File: src/rtl/ren_binner_pkg.sv
// Shared types for the tile binner: tile classes, FSM states and edge step ops.
// Also derives the edge accumulator width from the coefficient and coordinate widths.
package ren_binner_pkg;

  typedef enum logic [1:0] {
    TC_REJECT  = 2'd0,
    TC_PARTIAL = 2'd1,
    TC_ACCEPT  = 2'd2
  } tile_class_e;

  typedef enum logic [1:0] {
    ST_IDLE  = 2'd0,
    ST_SETUP = 2'd1,
    ST_SCAN  = 2'd2,
    ST_DONE  = 2'd3
  } binner_state_e;

  typedef enum logic [1:0] {
    EV_XINC = 2'd0,
    EV_XDEC = 2'd1,
    EV_ROW  = 2'd2,
    EV_YINC = 2'd3
  } edge_step_e;

  // Headroom: coefficient * (tiles * tile size) plus sign and the two corner offsets.
  function automatic int acc_width(input int ef_w, input int coord_w, input int tile_log2);
    return ef_w + coord_w + tile_log2 + 2;
  endfunction

endpackage

File: src/rtl/ren_binner_edge_eval.sv
// Incremental evaluator for one edge function over the tile grid.
// Flags a tile as wholly outside (reject) or wholly inside (accept) this edge.
module ren_binner_edge_eval
  import ren_binner_pkg::*;
#(
  parameter int EF_W      = 24,
  parameter int TILE_LOG2 = 4,
  parameter int ACC_W     = 40
) (
  input  logic                   clk,
  input  logic                   rst,
  input  logic                   load,
  input  logic                   adv,
  input  edge_step_e             step_op,
  input  logic signed [EF_W-1:0] a,
  input  logic signed [EF_W-1:0] b,
  input  logic signed [EF_W-1:0] c,
  output logic                   reject,
  output logic                   accept
);

  logic signed [ACC_W-1:0] a_ext, b_ext, c_ext;
  logic signed [ACC_W-1:0] dx, dy, row_acc, acc;
  logic signed [ACC_W-1:0] emax, emin;

  function automatic logic signed [ACC_W-1:0] pos_part(input logic signed [ACC_W-1:0] v);
    return v[ACC_W-1] ? '0 : v;
  endfunction

  function automatic logic signed [ACC_W-1:0] neg_part(input logic signed [ACC_W-1:0] v);
    return v[ACC_W-1] ? v : '0;
  endfunction

  assign a_ext = {{(ACC_W-EF_W){a[EF_W-1]}}, a};
  assign b_ext = {{(ACC_W-EF_W){b[EF_W-1]}}, b};
  assign c_ext = {{(ACC_W-EF_W){c[EF_W-1]}}, c};

  always_ff @(posedge clk or posedge rst) begin
    if (rst) begin
      dx      <= '0;
      dy      <= '0;
      row_acc <= '0;
      acc     <= '0;
    end else if (load) begin
      dx      <= a_ext <<< TILE_LOG2;
      dy      <= b_ext <<< TILE_LOG2;
      row_acc <= c_ext;
      acc     <= c_ext;
    end else if (adv) begin
      case (step_op)
        EV_XINC: acc <= acc + dx;
        EV_XDEC: acc <= acc - dx;
        EV_ROW: begin
          row_acc <= row_acc + dy;
          acc     <= row_acc + dy;
        end
        default: acc <= acc + dy;
      endcase
    end
  end

  // Linear edge: extremes over the tile lie on the corners picked by the step signs.
  assign emax   = acc + pos_part(dx) + pos_part(dy);
  assign emin   = acc + neg_part(dx) + neg_part(dy);
  assign reject = emax[ACC_W-1];
  assign accept = !emin[ACC_W-1];

endmodule

File: src/rtl/ren_binner_fx.sv
// Fixed-point tile binner: walks a primitive's tile bounding box and sorts each
// tile into reject / full-cover (accept FIFO) / partial-cover (raster FIFO).
module ren_binner_fx
  import ren_binner_pkg::*;
#(
  parameter int NUM_EDGES  = 3,
  parameter int EF_W       = 24,
  parameter int COORD_W    = 10,
  parameter int TILE_LOG2  = 4,
  parameter int SERPENTINE = 0
) (
  input  logic                      clk,
  input  logic                      rst,
  input  logic                      i_en,
  input  logic                      i_valid,
  output logic                      o_ready,
  input  logic [NUM_EDGES*EF_W-1:0] i_a,
  input  logic [NUM_EDGES*EF_W-1:0] i_b,
  input  logic [NUM_EDGES*EF_W-1:0] i_c,
  input  logic [COORD_W-1:0]        i_min_tx,
  input  logic [COORD_W-1:0]        i_min_ty,
  input  logic [COORD_W-1:0]        i_step_x,
  input  logic [COORD_W-1:0]        i_step_y,
  input  logic                      i_acc_full,
  input  logic                      i_part_full,
  output logic                      o_acc_write,
  output logic                      o_part_write,
  output logic [COORD_W-1:0]        o_tile_x,
  output logic [COORD_W-1:0]        o_tile_y,
  output logic                      o_busy,
  output logic                      o_done,
  output logic [2*COORD_W-1:0]      o_acc_cnt,
  output logic [2*COORD_W-1:0]      o_part_cnt
);

  localparam int ACC_W = acc_width(EF_W, COORD_W, TILE_LOG2);
  localparam int CNT_W = 2 * COORD_W;

  binner_state_e             state, state_nxt;
  logic [NUM_EDGES*EF_W-1:0] a_q, b_q, c_q;
  logic [COORD_W-1:0]        min_tx_q, min_ty_q, step_x_q, step_y_q;
  logic [COORD_W-1:0]        col_cnt, row_cnt;
  logic [NUM_EDGES-1:0]      rej_v, acc_v;
  tile_class_e               tile_cls;
  edge_step_e                step_op;
  logic                      in_scan, take, can_adv, row_end, last_row, odd_row, load_edges;

  assign in_scan    = (state == ST_SCAN);
  assign o_ready    = (state == ST_IDLE) & i_en;
  assign take       = i_valid & o_ready;
  assign load_edges = (state == ST_SETUP) & i_en;
  assign o_busy     = (state != ST_IDLE);
  assign o_done     = (state == ST_DONE) & i_en;

  always_comb begin
    tile_cls = TC_PARTIAL;
    if (|rej_v)      tile_cls = TC_REJECT;
    else if (&acc_v) tile_cls = TC_ACCEPT;
  end

  assign o_acc_write  = in_scan & (tile_cls == TC_ACCEPT)  & !i_acc_full  & i_en;
  assign o_part_write = in_scan & (tile_cls == TC_PARTIAL) & !i_part_full & i_en;
  // Rejected tiles never wait on a FIFO.
  assign can_adv  = in_scan & i_en & ((tile_cls == TC_REJECT) | o_acc_write | o_part_write);
  assign row_end  = (col_cnt == step_x_q - COORD_W'(1));
  assign last_row = (row_cnt == step_y_q - COORD_W'(1));
  assign odd_row  = (SERPENTINE != 0) && row_cnt[0];

  always_comb begin
    step_op = EV_XINC;
    if (row_end)      step_op = (SERPENTINE != 0) ? EV_YINC : EV_ROW;
    else if (odd_row) step_op = EV_XDEC;
  end

  for (genvar k = 0; k < NUM_EDGES; k++) begin : g_edge
    ren_binner_edge_eval #(
      .EF_W     (EF_W),
      .TILE_LOG2(TILE_LOG2),
      .ACC_W    (ACC_W)
    ) u_eval (
      .clk    (clk),
      .rst    (rst),
      .load   (load_edges),
      .adv    (can_adv),
      .step_op(step_op),
      .a      (a_q[k*EF_W +: EF_W]),
      .b      (b_q[k*EF_W +: EF_W]),
      .c      (c_q[k*EF_W +: EF_W]),
      .reject (rej_v[k]),
      .accept (acc_v[k])
    );
  end

  always_comb begin
    state_nxt = state;
    if (i_en) begin
      case (state)
        ST_IDLE:  if (i_valid) state_nxt = ST_SETUP;
        ST_SETUP: state_nxt = (step_x_q == '0 || step_y_q == '0) ? ST_DONE : ST_SCAN;
        ST_SCAN:  if (can_adv && row_end && last_row) state_nxt = ST_DONE;
        default:  state_nxt = ST_IDLE;
      endcase
    end
  end

  always_ff @(posedge clk or posedge rst) begin
    if (rst) state <= ST_IDLE;
    else     state <= state_nxt;
  end

  // Descriptor capture
  always_ff @(posedge clk) begin
    if (take) begin
      a_q      <= i_a;
      b_q      <= i_b;
      c_q      <= i_c;
      min_tx_q <= i_min_tx;
      min_ty_q <= i_min_ty;
      step_x_q <= i_step_x;
      step_y_q <= i_step_y;
    end
  end

  // Tile walk and per-primitive counters
  always_ff @(posedge clk or posedge rst) begin
    if (rst) begin
      o_tile_x   <= '0;
      o_tile_y   <= '0;
      col_cnt    <= '0;
      row_cnt    <= '0;
      o_acc_cnt  <= '0;
      o_part_cnt <= '0;
    end else begin
      if (take) begin
        o_acc_cnt  <= '0;
        o_part_cnt <= '0;
      end else begin
        if (o_acc_write)  o_acc_cnt  <= o_acc_cnt + CNT_W'(1);
        if (o_part_write) o_part_cnt <= o_part_cnt + CNT_W'(1);
      end
      if (load_edges) begin
        o_tile_x <= min_tx_q;
        o_tile_y <= min_ty_q;
        col_cnt  <= '0;
        row_cnt  <= '0;
      end else if (can_adv && !(row_end && last_row)) begin
        if (row_end) begin
          col_cnt  <= '0;
          row_cnt  <= row_cnt + COORD_W'(1);
          o_tile_y <= o_tile_y + COORD_W'(1);
          if (SERPENTINE == 0) o_tile_x <= min_tx_q;
        end else begin
          col_cnt  <= col_cnt + COORD_W'(1);
          o_tile_x <= odd_row ? o_tile_x - COORD_W'(1) : o_tile_x + COORD_W'(1);
        end
      end
    end
  end

endmodule

File: config.mk
export PLATFORM = sky130hd
export DESIGN_NAME = ren_binner_fx
export DESIGN_NICKNAME = d
export VERILOG_FILES = /design/src/rtl/ren_binner_pkg.sv /design/src/rtl/ren_binner_edge_eval.sv /design/src/rtl/ren_binner_fx.sv
export SDC_FILE = /design/constraint.sdc
export NUM_CORES = 2
export LEC_CHECK = 0
export ABC_AREA = 1
export BUFFER_PORTS_ARGS = -buffer_cell sky130_fd_sc_hd__buf_2
export CAP_MARGIN = 40
export CORE_MARGIN = 2
export CORE_UTILIZATION = 35
export CTS_CLUSTER_DIAMETER = 30
export DETAILED_ROUTE_END_ITERATION = 6
export GPL_ROUTABILITY_DRIVEN = 0
export PLACE_DENSITY = 0.59
export SLEW_MARGIN = 20
export SYNTH_ARGS = -nofsm -noshare
export SYNTH_HDL_FRONTEND = slang
export SYNTH_SLANG_ARGS = --single-unit
File: constraint.sdc
create_clock -name clk -period 16.6 [get_ports clk]
set_input_delay 1.66 -clock clk [delete_from_list [all_inputs] [get_ports clk]]
set_output_delay 1.66 -clock clk [all_outputs]
set_load 0.1 [all_outputs]
; ---- Word-level counts from Yosys, hierarchy flattened
; Cells that the tools add are included.
[classes]
n_addsub = 32
n_eq_ne = 11
n_mux = 53
bitwise_logic = 14
n_reduce_logical = 28
[op_table]
columns = cell, count
row1 = 2-to-1 mux 40 bit, 21
row2 = adder 40 bit, 12
row3 = adder 40 x 28 -> 40 bit, 9
row4 = case mux 40 bit (3 select lines), 3
row5 = 2-to-1 mux 39 bit, 6
row6 = 2-to-1 mux 10 bit, 12
row7 = subtractor 40 x 28 -> 40 bit, 3
row8 = 2-to-1 mux 20 bit, 4
row9 = adder 10 x 1 -> 10 bit (second input constant), 4
row10 = adder 20 x 1 -> 20 bit (second input constant), 2
row11 = == test 10 bit, 2
row12 = logical NOT 10 bit, 2
row13 = subtractor 10 x 1 -> 10 bit (second input constant), 2
row14 = nonzero test 2 bit, 7
row15 = bitwise AND 1 bit, 12
row16 = 2-to-1 mux 2 bit, 5
row17 = == test 2 bit (second input constant), 4
row18 = == test 2 x 1 -> 1 bit (second input constant), 3
row19 = logical NOT 1 bit, 6
row20 = logical NOT 2 bit, 3
row21 = case mux 2 bit (3 select lines), 1
row22 = AND reduction 3 bit, 2
row23 = logical AND 1 bit, 4
row24 = AND reduction 2 bit, 2
row25 = 6 further kinds, 7
[totals]
regBits = 722
input_bits = 262
out_inout_bits = 65
wordCells = 164

; ---- Longest topological paths before layout
[depth]
depth_word = 18
mapped_depth = 34
mapped_depth_nobuf = 32

; ---- By module
; A second synthesis with hierarchy kept.
[hier_totals]
hier_cells = 8114
area_unflattened_um2 = 57904.3
[by_module_without_submodules]
columns = mod, n_inst, cells_per_inst, area_each_um2, seq_area_each_um2
row1 = ren_binner_edge_eval at g_edge[2].u_eval, 1, 2421, 15003.1, 3002.9
row2 = ren_binner_edge_eval at g_edge[0].u_eval, 1, 2267, 14731.6, 3002.9
row3 = ren_binner_edge_eval at g_edge[1].u_eval, 1, 2287, 14707.9, 3002.9
row4 = ren_binner_fx, 1, 1139, 13461.7, 9739.3

; ---- Worst setup path after synthesis
; OpenSTA, ideal clock, no wires.
[synth_timing]
kind = input -> register
startpoint = input port i_en
endpoint = register o_part_cnt[10]
setup_ns = 0.448
arrival_ns = 9.107
t_required_ns = 16.152
setup_slack_ns = 7.045
cell_stages = 4
n_path_buf = 1
path_cell_list = nand2_1 -> nor2_1 -> clkbuf_1 -> o31ai_1
[synth_between]
elab_chain_len = 3
word_cells_on_any_way = 5
classes_between = mux (1) / bitwise (3) / reduce/logical (1)
[synth_lines]
columns = element, line_no
row1 = from (decl), ren_binner_fx.sv:14  ; input logic i_en,
row2 = bitwise AND 1 bit *, ren_binner_fx.sv:49  ; assign o_ready = (state == ST_IDLE) & i_en;
row3 = bitwise AND 1 bit *, ren_binner_fx.sv:50  ; assign take = i_valid & o_ready;
row4 = named net take, ren_binner_fx.sv:46  ; logic in_scan, take, can_adv, row_end, last_row, odd_row, load_edges;
row5 = 2-to-1 mux 20 bit or nonzero test 2 bit (tied branches), --
row6 = to (signal assigned), ren_binner_fx.sv:139  ; if (o_part_write) o_part_cnt <= o_part_cnt + CNT_W'(1);
row7 = to (decl), ren_binner_fx.sv:33  ; output logic [2*COORD_W-1:0] o_part_cnt
; The timed path passes the listed nets; every way through them passes the cells marked *.
; A chain may end at the register's enable or synchronous reset.

; ---- Final worst setup path
[layout_timing]
startpoint = register, netlist name g_edge[0].u_eval.dy[27]
endpoint = output port o_acc_write
[layout_between]
elab_chain_len = 10
word_cells_on_any_way = 13
classes_between = add/sub (2) / eq/ne (1) / mux (4) / bitwise (3) / reduce/logical (3)
[layout_lines]
columns = element, line_no
row1 = 2-to-1 mux 40 bit, ren_binner_edge_eval.sv:31  ; return v[ACC_W-1] ? v : '0;
row2 = adder 40 bit, ren_binner_edge_eval.sv:64  ; assign emin = acc + neg_part(dx) + neg_part(dy);
row3 = logical NOT 1 bit, ren_binner_edge_eval.sv:66  ; assign accept = !emin[ACC_W-1];
row4 = AND reduction 3 bit, ren_binner_fx.sv:58  ; else if (&acc_v) tile_cls = TC_ACCEPT;
row5 = 2-to-1 mux 2 bit, ren_binner_fx.sv:58
row6 = 2-to-1 mux 2 bit *, ren_binner_fx.sv:57  ; if (|rej_v) tile_cls = TC_REJECT;
row7 = == test 2 bit *, ren_binner_fx.sv:61  ; assign o_acc_write = in_scan & (tile_cls == TC_ACCEPT) & !i_acc_full & i_en;
row8 = bitwise AND 1 bit * (3 in series), ren_binner_fx.sv:61
row9 = to (decl), ren_binner_fx.sv:26  ; output logic o_acc_write,
; Mark *: on every way between the ends. The rest lies on a longest branch, timed or not.

==> summary.md <==
The synthesized design contains 686 register bits. Data on the critical path is required at its endpoint by 14.94 ns. Clock tree synthesis selected as its root buffer the cell sky130_fd_sc_hd__clkbuf_16.

The overall overflow remaining after global route is 0. The number of nets in the synthesized netlist is 8441. The floorplan die width is 403.0 um, and the initial DRC count is 4714.

The via-per-instance ratio came out at 5.231. Post-CTS timing repair inserted 0 buffers for setup. In the routed design, unresolved DRC markers number 0.

Clock latency on the worst-skew pair, taken at its later pin, is 0.82 ns. Yosys mapped the design onto 57 distinct sky130hd cell types. Counting flops with an async set or reset pin after synthesis yields a share of 64.43%. The critical path is of the reg2out type. The tools report the total count of hold-check failures in the final report as 0.

Global routing met3 resource utilization: 3.862%. Number of buffers added to fix hold violations after cts: 0. In the layout the commonest cells are 2338 x sky130_fd_sc_hd__nand2_1, 888 x sky130_fd_sc_hd__inv_1, 678 x sky130_fd_sc_hd__nor2_1. TritonCTS built the clock tree. The final layout contains routed wiring with a total length of 192700 um. For the worst setup path, the data arrival time is 6.11 ns. The worst setup path is captured at an output pin.

The tools report the antenna violation net count after detailed routing as 0. The flow ran to the end, and the final reports show no timing, DRC or antenna violations. Buffers inserted during clock tree synthesis total 182.

Measured against its own limit, the worst slew margin works out to 43.43%. The core region is 0.1582 mm^2. Input and output buffers added on the ports amount to 314. After synthesis, flip-flops and latches occupy 33.01% of the total area. Of the available clock period, the critical path in the final layout requires 46.83%.

The worst setup path is launched from a flip-flop. The first global-routing pass estimated 300400 um of wire. In this run the deepest clock path goes through 3 buffers. In the global route stage, met1 resource usage came out at 31.11%.

Synthesis produced 7602 cells. Setup violations remaining at the end of the flow were counted as 0. The run gives 38.06% as the routing usage on met2. The worst-case IR drop observed on VDD is 0.1371 mV. The tightest min-delay check is of the reg2reg type. Static power due to leakage: 32.60 nW. In this run the number of H-tree levels came out at 4. For the pin with the worst max-slew slack, the measured transition is 0.8408 ns.

Across every metal layer, demand over resource in global routing totals 23.54%. The overall die height was 403.0 um. The tools report the length of the first detailed-routing pass in iterations as 6. The area of the die was 0.1624 mm^2.

The max capacitance violation total was 0. In the final routed layout, each cell accounts on average for 18.91 um. Across the routed clock network, the largest skew measured is 0.03933 ns. The share of the core filled with cells came out at 42.01%. For this run, the leading register cell type out of synthesis is sky130_fd_sc_hd__dfrtp_1. Clock-pin slew was measured on the worst setup and hold paths at 0.04 ns. The tools report the via count of the first global-routing pass as 52.83k. Initial antenna violation count: 16. Once the floorplan was initialized, standard cells occupied 35.22% of the core. The tools report the setup TNS after final layout as 0 ns.

The final layout contains 8789 nets. Dividing total power by cell area gives a power density of 249.8 mW/mm^2. After layout, the design draws a total of 16.60 mW. Max-slew violation total from the final report: 0. The top achievable clock speed is 128.6 MHz. The maximum fanout along the worst path was 34; the number of enable-type register cells in the synthesized netlist was 244. The busiest layer in global routing is met2. The floorplan has 146 rows. The final route contains 53.28k vias. From synthesis to final layout, the design area changed by 19.28%. After synthesis, the mean cell area works out to 7.328 um^2. The logs give 0.05571 mm^2 for the synthesized area and 686 for the number of clock sinks.

Largest net degree at the start of global routing: 143. The share of layout cells above drive strength 1 came out at 9.338%. The shortest clock period the worst path allows after layout is 7.773 ns, and the number of warning messages in the yosys log is 0. The most frequent standard cell in the layout excluding fill and tap cells is sky130_fd_sc_hd__nand2_1.

After clock tree synthesis, the repair step resized 0 gates. After legalization and detailed placement, the total HPWL measured 146100 um. Setup repair after global routing left no endpoint under its margin. During I/O placement, the number of pins put on the boundary was 327.
## state kept, by name, summed over array words and instances, names as in the netlist, 20 cells and up
name                   count
g_edge.u_eval.dx          72
o_part_cnt                20
a_q                       72
g_edge.u_eval.dy          72
c_q                       60
g_edge.u_eval.row_acc    108
b_q                       72
o_acc_cnt                 20
g_edge.u_eval.acc        108
## critical path: stages, from the launching register on
cell	delay, ns
sky130_fd_sc_hd__dfrtp_2	0.76
sky130_fd_sc_hd__buf_4	0.60
sky130_fd_sc_hd__nand2_1	0.16
sky130_fd_sc_hd__fa_1	0.56
sky130_fd_sc_hd__inv_1	0.06
sky130_fd_sc_hd__ha_1	0.29
sky130_fd_sc_hd__nand2_1	0.07
sky130_fd_sc_hd__nor2_1	0.24
sky130_fd_sc_hd__nand2_1	0.16
sky130_fd_sc_hd__nor2_1	0.42
sky130_fd_sc_hd__nand3_1	0.13
sky130_fd_sc_hd__nand2_1	0.09
sky130_fd_sc_hd__nor2_1	0.05
sky130_fd_sc_hd__nand3_1	0.07
sky130_fd_sc_hd__nand2_1	0.17
sky130_fd_sc_hd__nand4_1	0.25
sky130_fd_sc_hd__inv_1	0.06
sky130_fd_sc_hd__nand2_1	0.06
sky130_fd_sc_hd__buf_4	0.35
sky130_fd_sc_hd__clkinv_1	0.34
sky130_fd_sc_hd__buf_2	0.38
## metal layers
metal  vias to the layer above  share of wire (%)
met3                       427                7.2
met1                     25263                 43
met2                      2018                 46
met4                         6                4.2
li1                      25564                  -
met5                         -              0.021
## path summary, 6_finish.rpt
kind | from | to | slack, ns | cells after the start
worst max-delay path | g_edge[0].u_eval.dy[27] | o_acc_write | 8.83 | 20
worst min-delay path | a_q[44] | g_edge[1].u_eval.dx[24] | 0.44 | 2
min in group asynchronous | rst | g_edge[2].u_eval.row_acc[29] | 0.81 | 2
worst max register to register | step_x_q[0] | g_edge[2].u_eval.acc[22] | 10.07 | 22
worst min register to register | a_q[44] | g_edge[1].u_eval.dx[24] | 0.44 | 2
max in group asynchronous | rst | o_acc_cnt[14] | 13.74 | 7
## per-stage QoR
| stage | instance area [um^2] | hold slack (ns) | std cells | worst slack (ns) |
|---|---|---|---|---|
| 3_3_place_gp | 59370 | 0.4271 | 9820 | 9.681 |
| 4_1_cts | 66230 | 0.4437 | 10171 | 8.794 |
| 5_1_grt | 66450 | 0.4734 | 10184 | 8.525 |
| 6_report | 66450 | 0.4384 | 10186 | 8.827 |
| 3_5_place_dp | 59600 | 0.4280 | 9830 | 9.718 |
| 2_1_floorplan | 55710 | 0.4184 | 7602 | 2.625 |
## cells in the mapped netlist (4+ instances only)
library cell	number	area [um^2]
sky130_fd_sc_hd__nor3_2	4	40.04
sky130_fd_sc_hd__nor2_2	5	31.28
sky130_fd_sc_hd__clkinv_1	5	18.77
sky130_fd_sc_hd__ha_1	403	5042
sky130_fd_sc_hd__o211ai_1	36	270.3
sky130_fd_sc_hd__nor3_1	105	525.5
sky130_fd_sc_hd__o21ai_0	541	2708
sky130_fd_sc_hd__and3_1	10	62.56
sky130_fd_sc_hd__clkbuf_1	132	495.5
sky130_fd_sc_hd__nand3b_1	10	75.07
sky130_fd_sc_hd__edfxtp_1	244	7327
sky130_fd_sc_hd__a31oi_1	82	513.0
sky130_fd_sc_hd__a21o_1	40	300.3
sky130_fd_sc_hd__nor4_1	33	206.5
sky130_fd_sc_hd__xnor2_1	74	648.1
sky130_fd_sc_hd__o31ai_1	30	225.2
sky130_fd_sc_hd__o21a_1	16	120.1
sky130_fd_sc_hd__or2_2	16	100.1
sky130_fd_sc_hd__inv_2	8	30.03
sky130_fd_sc_hd__buf_1	20	75.07
sky130_fd_sc_hd__o21ai_1	19	95.09
sky130_fd_sc_hd__inv_1	891	3344
sky130_fd_sc_hd__nand3_1	362	1812
sky130_fd_sc_hd__nor3b_1	7	52.55
sky130_fd_sc_hd__nand2_1	2340	8783
sky130_fd_sc_hd__a32oi_1	4	35.03
sky130_fd_sc_hd__o221a_2	4	45.04
sky130_fd_sc_hd__a21boi_0	24	180.2
sky130_fd_sc_hd__buf_4	10	75.07
sky130_fd_sc_hd__dfrtp_1	442	11060
sky130_fd_sc_hd__nor2_1	679	2549
sky130_fd_sc_hd__xor2_1	229	2006
sky130_fd_sc_hd__o22ai_1	6	37.54
sky130_fd_sc_hd__buf_2	53	265.3
sky130_fd_sc_hd__fa_1	174	3483
sky130_fd_sc_hd__nand4_1	96	600.6
sky130_fd_sc_hd__a21oi_1	374	1872
sky130_fd_sc_hd__o21bai_1	43	322.8
## logic make-up after synthesis
logic type	share of synthesized area (%)
compound gates	12.22
fa+ha+maj	15.30
xor+xnor	4.763
flops	33.01
buf+inv	7.786
simple gates	26.87
mux	0.05390
## final cells by class
| type | count | area (um^2) |
|---|---|---|
| fillers | 16145 | 91740 |
| well taps | 2072 | 2592 |
| clock inverters | 119 | 1714 |
| repair buffers | 382 | 2380 |
| multi-input cells | 5794 | 33030 |
| inverters | 904 | 3411 |
| clock buffers | 222 | 4916 |
| diodes | 7 | 17.52 |
| flip-flops and latches | 686 | 18390 |
## power by group
part | switching, mW | internal, mW
sequential | 0.689 | 2.30
clock | 1.18 | 2.61
combinational | 6.48 | 3.33
Power figures use the tool's default switching activity.
